$ cat config.mk
export PLATFORM = sky130hd
export DESIGN_NAME = pc_unit
export DESIGN_NICKNAME = d
export VERILOG_FILES = /design/src/rtl/c0_pkg.sv /design/src/rtl/pc_unit_ret_stack.sv /design/src/rtl/pc_unit.sv
export SDC_FILE = /design/constraint.sdc
export NUM_CORES = 1
export LEC_CHECK = 0
export CAP_MARGIN = 0
export CORE_UTILIZATION = 56
export DETAILED_ROUTE_END_ITERATION = 6
export PLACE_DENSITY = 0.95
export RECOVER_POWER = 25
export SLEW_MARGIN = 15
export SYNTH_ARGS = -nofsm -noshare
export SYNTH_HDL_FRONTEND = slang
export SYNTH_SLANG_ARGS = --single-unit
$ cat constraint.sdc
create_clock -name CLK -period 5 [get_ports CLK]
set_input_delay 0.5 -clock CLK [delete_from_list [all_inputs] [get_ports CLK]]
set_output_delay 0.5 -clock CLK [all_outputs]
set_load 0.005 [all_outputs]
$ cat src/rtl/c0_pkg.sv
// Shared C0 core definitions: default address width, flag indices and a
// constant-friendly ceil(log2) helper.
package c0_pkg;

  localparam int C0_AW_DEFAULT = 8;

  typedef enum logic [2:0] {
    FLG_Z = 3'd0,
    FLG_1 = 3'd1,
    FLG_2 = 3'd2,
    FLG_3 = 3'd3,
    FLG_4 = 3'd4,
    FLG_5 = 3'd5,
    FLG_6 = 3'd6,
    FLG_7 = 3'd7
  } flag_e;

  function automatic int clog2(input int value);
    int r;
    r = 0;
    for (int i = 0; i < 31; i++) begin
      if ((1 << i) < value) r = i + 1;
    end
    return r;
  endfunction

endpackage

$ cat src/rtl/pc_unit_ret_stack.sv
// Return-address LIFO: DEPTH entries of AW bits, combinational top-of-stack.
// Push into a full stack and pop from an empty one are ignored.
module ret_stack
  import c0_pkg::*;
#(
  parameter int AW    = C0_AW_DEFAULT,
  parameter int DEPTH = 4
) (
  input  logic                 CLK,
  input  logic                 RST_N,
  input  logic                 push,
  input  logic                 pop,
  input  logic [AW-1:0]        din,
  output logic [AW-1:0]        dout,
  output logic [clog2(DEPTH):0] count,
  output logic                 full,
  output logic                 empty
);

  localparam int IW = clog2(DEPTH);
  localparam int CW = IW + 1;

  logic [CW-1:0] count_reg;
  logic [CW-1:0] count_next;
  logic [AW-1:0] mem_reg [DEPTH];
  logic [IW-1:0] wr_idx;
  logic [IW-1:0] rd_idx;

  assign wr_idx = count_reg[IW-1:0];
  assign rd_idx = wr_idx - IW'(1);
  assign full   = (count_reg == CW'(DEPTH));
  assign empty  = (count_reg == '0);
  assign count  = count_reg;
  assign dout   = mem_reg[rd_idx];

  always_comb begin
    count_next = count_reg;
    if (push && !full)       count_next = count_reg + CW'(1);
    else if (pop && !empty)  count_next = count_reg - CW'(1);
  end

  always_ff @(posedge CLK) begin
    if (!RST_N) count_reg <= '0;
    else        count_reg <= count_next;
  end

  // Contents are left unreset; only the pointer defines validity.
  for (genvar gi = 0; gi < DEPTH; gi++) begin : g_entry
    always_ff @(posedge CLK) begin
      if (push && !full && wr_idx == IW'(gi)) mem_reg[gi] <= din;
    end
  end

endmodule

$ cat src/rtl/pc_unit.sv
// Program counter for the C0 core: flag-conditioned JMP/CALL, RET through a
// return stack, stall hold and sticky stack-error flags.
module pc_unit
  import c0_pkg::*;
#(
  parameter int            AW        = C0_AW_DEFAULT,
  parameter int            DEPTH     = 4,
  parameter logic [AW-1:0] RESET_VEC = '0
) (
  input  logic                  CLK,
  input  logic                  RST_N,
  input  logic                  STALL,
  input  logic                  JMP_INST,
  input  logic                  CALL_INST,
  input  logic                  RET_INST,
  input  logic [3:0]            OP,
  input  logic [7:0]            FLAGS,
  input  logic [AW-1:0]         TARGET,
  output logic [AW-1:0]         ADDR,
  output logic [clog2(DEPTH):0] SP,
  output logic                  STK_OVF,
  output logic                  STK_UNF
);

  logic [AW-1:0] addr_reg, addr_next, addr_inc;
  logic          ovf_reg, ovf_next;
  logic          unf_reg, unf_next;
  logic          push, pop;
  logic [AW-1:0] stk_top;
  logic          stk_full, stk_empty;
  logic          cond;
  flag_e         flag_sel;

  assign flag_sel = flag_e'(OP[2:0]);
  assign cond     = (FLAGS[flag_sel] == OP[3]);
  assign addr_inc = addr_reg + AW'(1);

  ret_stack #(.AW(AW), .DEPTH(DEPTH)) u_stack (
    .CLK   (CLK),
    .RST_N (RST_N),
    .push  (push),
    .pop   (pop),
    .din   (addr_inc),
    .dout  (stk_top),
    .count (SP),
    .full  (stk_full),
    .empty (stk_empty)
  );

  // Priority RET > CALL > JMP; a failed stack op falls through to PC+1.
  always_comb begin
    addr_next = addr_inc;
    ovf_next  = ovf_reg;
    unf_next  = unf_reg;
    push      = 1'b0;
    pop       = 1'b0;
    if (STALL) begin
      addr_next = addr_reg;
    end else if (RET_INST) begin
      if (!stk_empty) begin
        pop       = 1'b1;
        addr_next = stk_top;
      end else begin
        unf_next  = 1'b1;
      end
    end else if (CALL_INST) begin
      if (cond) begin
        if (!stk_full) begin
          push      = 1'b1;
          addr_next = TARGET;
        end else begin
          ovf_next  = 1'b1;
        end
      end
    end else if (JMP_INST && cond) begin
      addr_next = TARGET;
    end
  end

  always_ff @(posedge CLK) begin
    if (!RST_N) begin
      addr_reg <= RESET_VEC;
      ovf_reg  <= 1'b0;
      unf_reg  <= 1'b0;
    end else begin
      addr_reg <= addr_next;
      ovf_reg  <= ovf_next;
      unf_reg  <= unf_next;
    end
  end

  assign ADDR    = addr_reg;
  assign STK_OVF = ovf_reg;
  assign STK_UNF = unf_reg;

endmodule

After elaboration in Yosys (flattened, before gate mapping)
Memories as Yosys holds them, arrays and structs flattened.
Cells that the tools add are included.
Word-level totals
  logic and storage cells: 69
  RAM bits: 32
  bits in registers: 13
  output and inout port bits: 13
  memories: 1
  bits of input ports: 26
Memory list
  u_stack.mem_reg: depth 4, width 8, rd ports 1, clocked after Yosys merged registers in 0, write ports 1, line pc_unit_ret_stack.sv:25  | logic [AW-1:0] mem_reg [DEPTH];
Operators by class
  $lt $le $gt $ge: 1
  reduce and logical (&&, ||, !) cells: 17
  add/sub/neg operators: 4
  multiplexer cells: 35
  bitwise operators: 2
  equal/unequal tests: 5
Operator list (count)
  $mux W8: 9
  $reduce_or A8 Y1: 3
  $mux W1: 20
  $add A8 B1 Y8 const B: 1
  $logic_and A1 B1 Y1: 7
  $mux W2: 3
  $mux W3: 2
  $reduce_and A5 Y1: 1
  $eq A2 B2 Y1 const B: 2
  $lt A3 B4 Y1 const B: 1
  $add A3 B1 Y3 const B: 1
  $bmux W1 S3: 1
  $eq A3 B3 Y1 const B: 1
  $logic_not A3 Y1: 1
  $reduce_and A3 Y1: 1
  $sub A3 B1 Y3 const B: 1
  $eq A2 B1 Y1 const B: 1
  $logic_not A1 Y1: 2
  $logic_not A2 Y1: 1
  $not A1 Y1: 2
  $reduce_bool A2 Y1: 1
  $sub A2 B1 Y2 const B: 1
  $eq A1 B1 Y1: 1

Depth between registers and ports, before layout
Gate-level depths: netlist of run 1.
  word-level depth: 15
  gate-level depth with buffers: 11
  depth with buffers taken out: 10

Cells and area by module
A second synthesis of run 1 with hierarchy kept.
Second synthesis, totals
  cells, all modules: 181
  area total of the unflattened synthesis: 2318.5 um2
Modules (own cells, without submodules)
  ret_stack: sequential area each 1021.0 um2, area an instance 1487.7 um2, times used 1, cells each 80
  pc_unit: sequential area each 200.2 um2, area an instance 830.8 um2, times used 1, cells each 101

Worst setup path before layout of run 1
No wires, ideal clock.
  path kind: register to register
  from: reg u_stack.count_reg[0], in the netlist u_stack.count[0]
  to: reg u_stack.count_reg[2], in the netlist u_stack.count[2]
  data required time: 4.879 ns
  period minus slack after synthesis: 2.452 ns
  path slack: 2.548 ns
  cell stages (with the launch flop): 12
  library setup time: 0.121 ns
  path buffers: 1
  arrival time: 2.330 ns
  cell sequence: dfxtp_1 -> buf_2 -> inv_1 -> ha_1 -> nand2_1 -> nand3b_1 -> mux2i_2 -> inv_1 -> fa_1 -> nor3_1 -> a21oi_1 -> mux2i_1
On the way
  cells in the longest elaborated chain, start to end: 8
  elaborated cells on any way between the ends: 19
  classes of those cells: add/sub: 2; eq/ne: 1; mux: 10; reduce/logical: 6
Ends and longest elaborated chain
  start: declaration: line pc_unit_ret_stack.sv:23  | logic [CW-1:0] count_reg;
  start signal: assignment: line pc_unit_ret_stack.sv:44  | else count_reg <= count_next;
  $eq A3 B3 Y1: line pc_unit_ret_stack.sv:31  | assign full = (count_reg == CW'(DEPTH));
  $mux W1: line pc_unit.sv:68  | if (!stk_full) begin
  $mux W1: line pc_unit.sv:67  | if (cond) begin
  $mux W1: line pc_unit.sv:66  | end else if (CALL_INST) begin
  $mux W1: line pc_unit.sv:59  | end else if (RET_INST) begin
  $mux W1: line pc_unit.sv:57  | if (STALL) begin
  $logic_and A1 B1 Y1: line pc_unit_ret_stack.sv:38  | if (push && !full) count_next = count_reg + CW'(1);
  $mux W3 / $reduce_bool A2 Y1 (equally long branches)
Parallel ways exist; a longest one is shown, timed or not. The select of a mux whose other input is x is not followed.
A chain may end at the register's enable or synchronous reset.

Worst setup path in the final report of run 1
Same ends and word-level chain as after synthesis.

==> results of run 1 <==
## metal layers
metal | share of wire (%) | track usage, % | vias up
met3 | 8.8 | 5.729 | 24
met1 | 40 | 35.35 | 791
met2 | 48 | 45.83 | 111
met5 | 0 | 0 | -
li1 | - | - | 731
met4 | 3.2 | 8.967 | 0
## layout by cell type (no fill, tap or decap), drive strengths merged, types with 4 or more instances in the layout
master | Yosys | layout
a21oi | 14 | 14
and3 | 5 | 5
clkbuf | 3 | 6
clkdlybuf4s50 | 0 | 38
dfxtp | 13 | 13
edfxtp | 32 | 32
ha | 5 | 5
inv | 4 | 4
mux2i | 14 | 14
mux4 | 8 | 8
nand2 | 10 | 10
nand3 | 7 | 7
nor2 | 7 | 7
nor3b | 4 | 4
o21ai | 6 | 6
o22ai | 6 | 6
xnor2 | 4 | 4
## worst max path at each step
stage / startpoint / end / cells after the start
after floorplan: u_stack.count[0] / u_stack.count[2] / 11
after global placement: STALL / u_stack.count[2] / 9
after detailed placement: STALL / u_stack.count[2] / 9
after CTS: u_stack.count[0] / u_stack.count[2] / 10
after global routing: u_stack.count[0] / u_stack.count[2] / 10
final: u_stack.count[0] / u_stack.count[2] / 10
## layout make-up
class	count	area [µm²]	area share [%]
Clock inverter	2	35.03	1.282
Sequential cell	45	1221	44.69
Multi-Input combinational cell	117	944.7	34.57
Tap cell	48	60.06	2.198
Inverter	5	18.77	0.6868
Timing Repair Buffer	38	380.4	13.92
Clock buffer	6	72.57	2.656
## power groups by stage
stage	registers [µW]	clock network, µW	logic [µW]
after global placement	447	0	170
final	441	269	179
after global routing	443	283	197
after detailed placement	448	0	175
after floorplan	439	0	114
after CTS	440	267	177
## stage by stage
step | instance area (µm²) | hold slack, ps
final | 2733 | 487.2
after global routing | 2733 | 503.5
after floorplan | 2232 | 464.5
after detailed placement | 2625 | 470.1
after global placement | 2625 | 445.8
after CTS | 2733 | 487.5
## logic make-up after synthesis
family / synth area share (%)
AO/OA/AOI/OAI: 8.969
XOR/XNOR: 2.747
adder cells (fa/ha/maj): 3.700
buffers and inverters: 2.970
flip-flops: 54.71
multiplexers: 15.19
AND/OR/NAND/NOR: 11.72
==> out/qor.txt, run 1 <==
status - complete, but fails checks
failing checks - DRC
Final Hold Violating Endpoints - 0
Cells after Synth - 175
Main synth FF type - edfxtp_1
diode count - 0
WL/cell - 19.44 µm
Peak Freq - 338.1 MHz
port bufs - 38
post-synth top area cell - edfxtp_1
Layout Skew - 10.61 ps
worst hold endpoint - STK_UNF
Crit path largest cell delay - 850 ps
CTS Buffer Depth - 2
CP startpoint kind - flip-flop
Remaining DRCs - 2
GRT Total Usage - 27.31%
final setup vio count - 0
cell mode on critical path - inv_1
DRT Wirelength - 5.073 mm
core area - 3744 µm²
first-pass GRT wire length - 8.252 mm
reg2reg end - u_stack.count[2]
Reg2Reg Depth - 10
Post-synth EDFFs - 32
max-cap check violation count - 0
setup ws final - 2042 ps
CP Max Fanout - 13
YS warnings - 0
CTS tree - yes
pin count of the biggest net entering global routing - 15
Setup WS pre-CTS - 1977 ps
Tot Pwr - 889.1 µW
Filler cells - 256
crit-path cells - inv_1 > ha_1 > nand2_1 > nand3b_1 > mux2i_2 > inv_1 > fa_1 > nor3_1 > a21oi_1 > mux2i_1
cts repair resizes - 0
initial drt markers - 353
ys async rst share - 0%
total gr overflow - 0
Sink Count - 45
Die Area - 4243 µm²
die width - 65.14 µm
Max Slew Vio Count - 0
slowest library cell on the worst path - dfxtp_1
Final period util - 59.16%
worst-skew pair later-pin latency - 300 ps
IO Pins - 39
max FFs per register - 32
net switching power - 231.9 µW
CTS Hold Buffers Added - 0
minimum clock period - 2958 ps
share of the synthesized area in the top cell type - 43.05%
Initial Util - 59.63%
Hold Crit Start - STK_UNF
setup TNS - 0 ps
cell depth of the worst hold path - 1
unrepaired setup endpoints after global routing - false
worst min path class - reg -> reg
P&R area growth vs syn - 22.42%
P per Cell Area - 325.4 nW/µm²
placed cells - 253
crit path DAT - 3140 ps
number of synthesized register bits - 45
Final ANT Viol Nets - 0
crit path kind - reg -> reg
combinational power share - 20.2%
H-tree level count - 2
internal cell power - 657.2 µW
layout cell share with drive strength beyond 1 - 9.390%
Worst slew margin - 46.28%
RR Startpoint - u_stack.count[0]
Worst-Margin Slew - 804.7 ps
number of nets in the final layout - 244
CP Capture Type - flip-flop
clock group share of total power - 30.2%
Via Count - 1657
count leader, synth - edfxtp_1
reg2reg setup slack - 2040 ps
main area contributors after synthesis - edfxtp_1 43%, dfxtp_1 12%, mux4_2 8.1%
Syn Std Cell Area - 2232 µm²
top cells by count, synth - 32 x edfxtp_1, 14 x a21oi_1, 13 x dfxtp_1, 13 x mux2i_1, 10 x nand2_1
part of the power in registers - 49.6%
Inserted Clock Buffers - 5
Seq/Total Area, Yosys - 54.71%
clock slew at reported path FFs - 70 ps
vias in the first global route - 1632
syn nets - 207
drt first pass iters - 7
DP Wirelength - 3.498 mm
Required @ worst endpoint - 5190 ps
Post-Layout Cell Count - 261
CTS Root Cell - clkbuf_8
initial antenna violation count - 0
Yosys cell types - 38
RD Place Congestion - 0.8339
Sw Ratio - 26.08%
Post-Syn Area per Cell - 12.76 µm²
die height - 65.14 µm
postcts setup bufs - 0
Finished Core Util - 72.99%
row cnt - 22
worst vdd ir - 0.0001760 V
Static Leak - 0.0009648 µW
Critical path buffers and inverters - 2
Vias per Instance - 6.349
family with the most delay on the worst path - flip-flops
(Power assumes the default switching activity.)
==> run 2: changes to the inputs <==
--- a/config.mk
+++ b/config.mk
@@ -6,9 +6,9 @@
 export NUM_CORES = 1
 export LEC_CHECK = 0
 export CAP_MARGIN = 0
-export CORE_UTILIZATION = 56
+export CORE_UTILIZATION = 52
 export DETAILED_ROUTE_END_ITERATION = 6
-export PLACE_DENSITY = 0.95
+export PLACE_DENSITY = 0.9
 export RECOVER_POWER = 25
 export SLEW_MARGIN = 15
 export SYNTH_ARGS = -nofsm -noshare
==> constraint.sdc (replaced) <==
create_clock -name CLK -period 2.8 [get_ports CLK]
set_input_delay 0.28 -clock CLK [delete_from_list [all_inputs] [get_ports CLK]]
set_output_delay 0.28 -clock CLK [all_outputs]
set_load 0.005 [all_outputs]
==> out/qor.txt, run 2 (synthesized netlist as in run 1, its figures left out) <==
crit-path cells - clkdlybuf4s50_1 > mux2i_1 > a22oi_2 > nand3_2 > mux2i_2 > inv_1 > fa_1 > nor3_1 > a21oi_1 > mux2i_1
diode count - 0
cell depth of the worst hold path - 1
postcts setup bufs - 0
cell mode on critical path - mux2i_1
total gr overflow - 0
Sink Count - 45
crit path DAT - 2410 ps
final setup vio count - 0
worst hold endpoint - STK_UNF
port bufs - 38
Initial Util - 55.01%
most frequent cells in the layout - 35 x clkdlybuf4s50_1, 32 x edfxtp_1, 14 x a21oi_1
slowest library cell on the worst path - clkdlybuf4s50_1
first-pass GRT wire length - 7.610 mm
number of nets in the final layout - 252
Crit path largest cell delay - 590 ps
Critical path buffers and inverters - 2
clock slew at reported path FFs - 80 ps
Remaining DRCs - 0
Vias per Instance - 6.000
CTS Hold Buffers Added - 0
Final Hold Violating Endpoints - 0
Reg2Reg Depth - 7
vias in the first global route - 1588
die width - 67.52 µm
Die Area - 4558 µm²
H-tree level count - 2
pin count of the biggest net entering global routing - 14
Worst slew margin - 67.63%
CP startpoint kind - primary input
Final ANT Viol Nets - 0
crit path kind - in -> reg
setup TNS - 0 ps
RR Startpoint - u_stack.count[1]
status - finished, final reports clean
most common cell after layout, fill and taps aside - clkdlybuf4s50_1
row cnt - 23
core area - 4058 µm²
reg2reg setup slack - 600 ps
worst-skew pair later-pin latency - 300 ps
worst min path class - reg -> reg
worst vdd ir - 0.0002215 V
Via Count - 1626
family with the most delay on the worst path - buffers and inverters
CTS Root Cell - clkbuf_8
Max Slew Vio Count - 0
initial antenna violation count - 0
cts repair resizes - 0
Hold Crit Start - STK_UNF
CP Capture Type - flip-flop
initial drt markers - 157
layout cell share with drive strength beyond 1 - 12.67%
P&R area growth vs syn - 24.50%
drt first pass iters - 4
WL/cell - 17.94 µm
Layout Skew - 7.207 ps
Filler cells - 302
Finished Core Util - 68.49%
max-cap check violation count - 0
RD Place Congestion - 0.7999
CP Max Fanout - 4
die height - 67.52 µm
Final period util - 79.38%
CTS Buffer Depth - 2
Required @ worst endpoint - 2990 ps
max FFs per register - 32
footprint of the multi-input gates - 944.7 µm²
Worst-Margin Slew - 482.1 ps
reg2reg end - ADDR[5]
unrepaired setup endpoints after global routing - false
CTS tree - yes
GRT Total Usage - 24.26%
Inserted Clock Buffers - 5
IO Pins - 39
Static Leak - 0.001010 µW
P per Cell Area - 541.5 nW/µm²
Reg area - 1221 µm²
DRT Wirelength - 4.861 mm
minimum clock period - 2223 ps
Peak Freq - 449.9 MHz
DP Wirelength - 3.514 mm
[run 2: area by class of cell]
| class | instances | share of cell area, % |
|---|---|---|
| Multi-Input combinational cell | 117 | 33.99 |
| Inverter | 5 | 0.6754 |
| Sequential cell | 45 | 43.94 |
| Clock inverter | 2 | 0.3152 |
| Timing Repair Buffer | 46 | 15.85 |
| Tap cell | 50 | 2.251 |
| Clock buffer | 6 | 2.972 |
[run 2: how the worst max path moves through the flow]
stage / cells past startpoint / slack (ps) / end / startpoint
after global routing: 10 / 440 / u_stack.count[2] / OP[0]
after detailed placement: 10 / 250 / u_stack.count[2] / OP[0]
after floorplan: 11 / 350 / u_stack.count[2] / u_stack.count[0]
final: 10 / 580 / u_stack.count[2] / OP[0]
after global placement: 10 / 310 / u_stack.count[2] / OP[0]
after CTS: 10 / 570 / u_stack.count[2] / OP[0]
[run 2: metrics by stage]
| step | total power [µW] | hold slack (ps) | setup slack (ps) | cells | cell area, µm² |
|---|---|---|---|---|---|
| 2_1_floorplan | 988.2 | 388.6 | 348.3 | 175 | 2232 |
| 3_3_place_gp | 1109 | 448.1 | 307.4 | 263 | 2688 |
| 3_5_place_dp | 1122 | 475.8 | 254.6 | 263 | 2688 |
| 4_1_cts | 1507 | 499.4 | 569.0 | 271 | 2779 |
| 5_1_grt | 1557 | 521.1 | 436.1 | 271 | 2779 |
| 6_report | 1505 | 492.6 | 577.3 | 271 | 2779 |
[run 2: per-layer routing]
| metal | up-vias | share of wire [%] | global-route usage (%) |
|---|---|---|---|
| met3 | 17 | 10 | 5.912 |
| met1 | 776 | 37 | 27.84 |
| met4 | 0 | 2.7 | 10.90 |
| met2 | 85 | 50 | 42.33 |
| li1 | 748 | - | - |
| met5 | - | 0 | 0 |
[run 2: power breakdown]
part           switching [µW]  total, µW  internal, µW
sequential               28.8        775           746
clock                     199        394           195
combinational             169        335           166
total                     397       1500          1110
[run 2: worst reg2reg max path, stage by stage, from the launching register on]
cell     delay [ps]
dfxtp_1         450
inv_1           110
ha_1            590
mux4_2          410
a22o_1          220
a21o_1          150
nand2_1          60
o21ai_0          90
==> run 3: changes to the inputs <==
==> constraint.sdc (replaced) <==
create_clock -name CLK -period 2.1 [get_ports CLK]
set_input_delay 0.21 -clock CLK [delete_from_list [all_inputs] [get_ports CLK]]
set_output_delay 0.21 -clock CLK [all_outputs]
set_load 0.005 [all_outputs]
==> out/qor.txt, run 3 (synthesized netlist as in run 1, its figures left out) <==
clock slew at reported path FFs - 90 ps
reg2reg end - u_stack.count[1]
Required @ worst endpoint - 2320 ps
internal cell power - 1479 µW
Area after DPL - 2834 µm²
vias in the first global route - 1658
DP Wirelength - 3.673 mm
GRT Total Usage - 25.60%
RR Startpoint - u_stack.count[1]
crit-path cells - inv_1 > ha_2 > nand2_1 > nand3_1 > mux2i_2 > inv_1 > fa_2 > o21ai_0 > a21oi_1
CTS tree - yes
Final period util - 93.84%
unrepaired setup endpoints after global routing - false
Sw Ratio - 27.63%
most common cell after layout, fill and taps aside - edfxtp_1
RD Place Congestion - 0.8026
crit path DAT - 2190 ps
status - finished, final reports clean
initial drt markers - 124
crit path kind - reg -> reg
setup ws final - 129.3 ps
Peak Freq - 507.4 MHz
Hold Crit Start - STK_UNF
slowest library cell on the worst path - fa_2
total gr overflow - 0
footprint of the multi-input gates - 949.7 µm²
worst-skew pair later-pin latency - 300 ps
die height - 67.52 µm
Worst-Margin Slew - 496.7 ps
family with the most delay on the worst path - adder cells
IO Pins - 39
net switching power - 564.6 µW
CTS Buffer Depth - 2
layout cell share with drive strength beyond 1 - 19.92%
pin count of the biggest net entering global routing - 16
row cnt - 23
number of nets in the final layout - 267
clock group share of total power - 26.1%
most frequent cells in the layout - 32 x edfxtp_1, 29 x clkdlybuf4s50_1, 21 x buf_4
Final ANT Viol Nets - 0
Worst slew margin - 66.65%
Static Leak - 0.001103 µW
worst hold endpoint - STK_UNF
Post-Layout Cell Count - 286
Final Hold Violating Endpoints - 0
P&R area growth vs syn - 30.94%
Remaining DRCs - 0
cell mode on critical path - inv_1
drt first pass iters - 5
max-cap check violation count - 0
CTS Root Cell - clkbuf_8
Via Count - 1667
minimum clock period - 1971 ps
H-tree level count - 2
worst min path class - reg -> reg
reg2reg setup slack - 130 ps
Die Area - 4558 µm²
Max Slew Vio Count - 0
combinational power share - 23.6%
core area - 4058 µm²
port bufs - 38
Setup WS pre-CTS - -303.2 ps
Vias per Instance - 5.829
setup TNS - 0 ps
Crit path largest cell delay - 510 ps
first-pass GRT wire length - 8.204 mm
final setup vio count - 0
WL/cell - 17.70 µm
die width - 67.52 µm
max FFs per register - 32
worst vdd ir - 0.0003516 V
Final Cell Area - 2923 µm²
Layout Skew - 8.286 ps
placed cells - 278
Reg area - 1225 µm²
initial antenna violation count - 0
cell depth of the worst hold path - 1
diode count - 0
CP Capture Type - flip-flop
Critical path buffers and inverters - 2
CP Max Fanout - 5
P per Cell Area - 699.2 nW/µm²
Filler cells - 272
Reg2Reg Depth - 9
CTS Hold Buffers Added - 0
hold slack - 474.6 ps
DRT Wirelength - 5.061 mm
CP startpoint kind - flip-flop
Initial Util - 55.01%
Sink Count - 45
part of the power in registers - 50.3%
Inserted Clock Buffers - 5
==> run 3: final cells by class <==
cell class                      count  share of cell area, %
Clock buffer                        5                  2.354
Clock inverter                      3                 0.7277
Inverter                            5                 0.6421
Multi-Input combinational cell    117                  32.49
Sequential cell                    45                  41.91
Tap cell                           50                  2.140
Timing Repair Buffer               61                  19.73
==> run 3: worst max path at each step <==
stage                           from                to  slack, ps  cells past startpoint
floorplan           u_stack.count[0]  u_stack.count[1]      0.006                     10
global placement               OP[0]  u_stack.count[1]       -180                      9
detailed placement             OP[0]  u_stack.count[2]       -300                     10
CTS                            OP[2]  u_stack.count[1]        140                      9
global route        u_stack.count[1]  u_stack.count[1]          3                      9
finish              u_stack.count[1]  u_stack.count[1]        130                      9
==> run 3: per-stage QoR <==
step	power (µW)	util, %
final	2044	72.03
after detailed placement	1528	69.84
after floorplan	1325	-
after global routing	2138	72.03
after global placement	1511	69.84
after CTS	2054	72.03
==> run 3: power groups by stage <==
stage | Combinational [µW] | Sequential (µW) | Clock [µW]
after floorplan | 278 | 1050 | 0
after global placement | 465 | 1050 | 0
after detailed placement | 481 | 1050 | 0
after CTS | 488 | 1030 | 539
after global routing | 528 | 1030 | 578
final | 483 | 1030 | 533
==> run 3: repair_timing <==
action / CTS / global route
endpoints found under the setup margin: 1 / 0
buffers inserted: 0 / 0
gates resized for setup: 1 / 0
==> run 3: metal layers <==
metal | vias to the layer above | track usage, % | share of wire (%)
li1 | 779 | - | -
met1 | 803 | 32.67 | 44
met2 | 74 | 41.71 | 50
met3 | 11 | 5.912 | 5.4
met4 | 0 | 10.37 | 1.4
met5 | - | 0 | 0
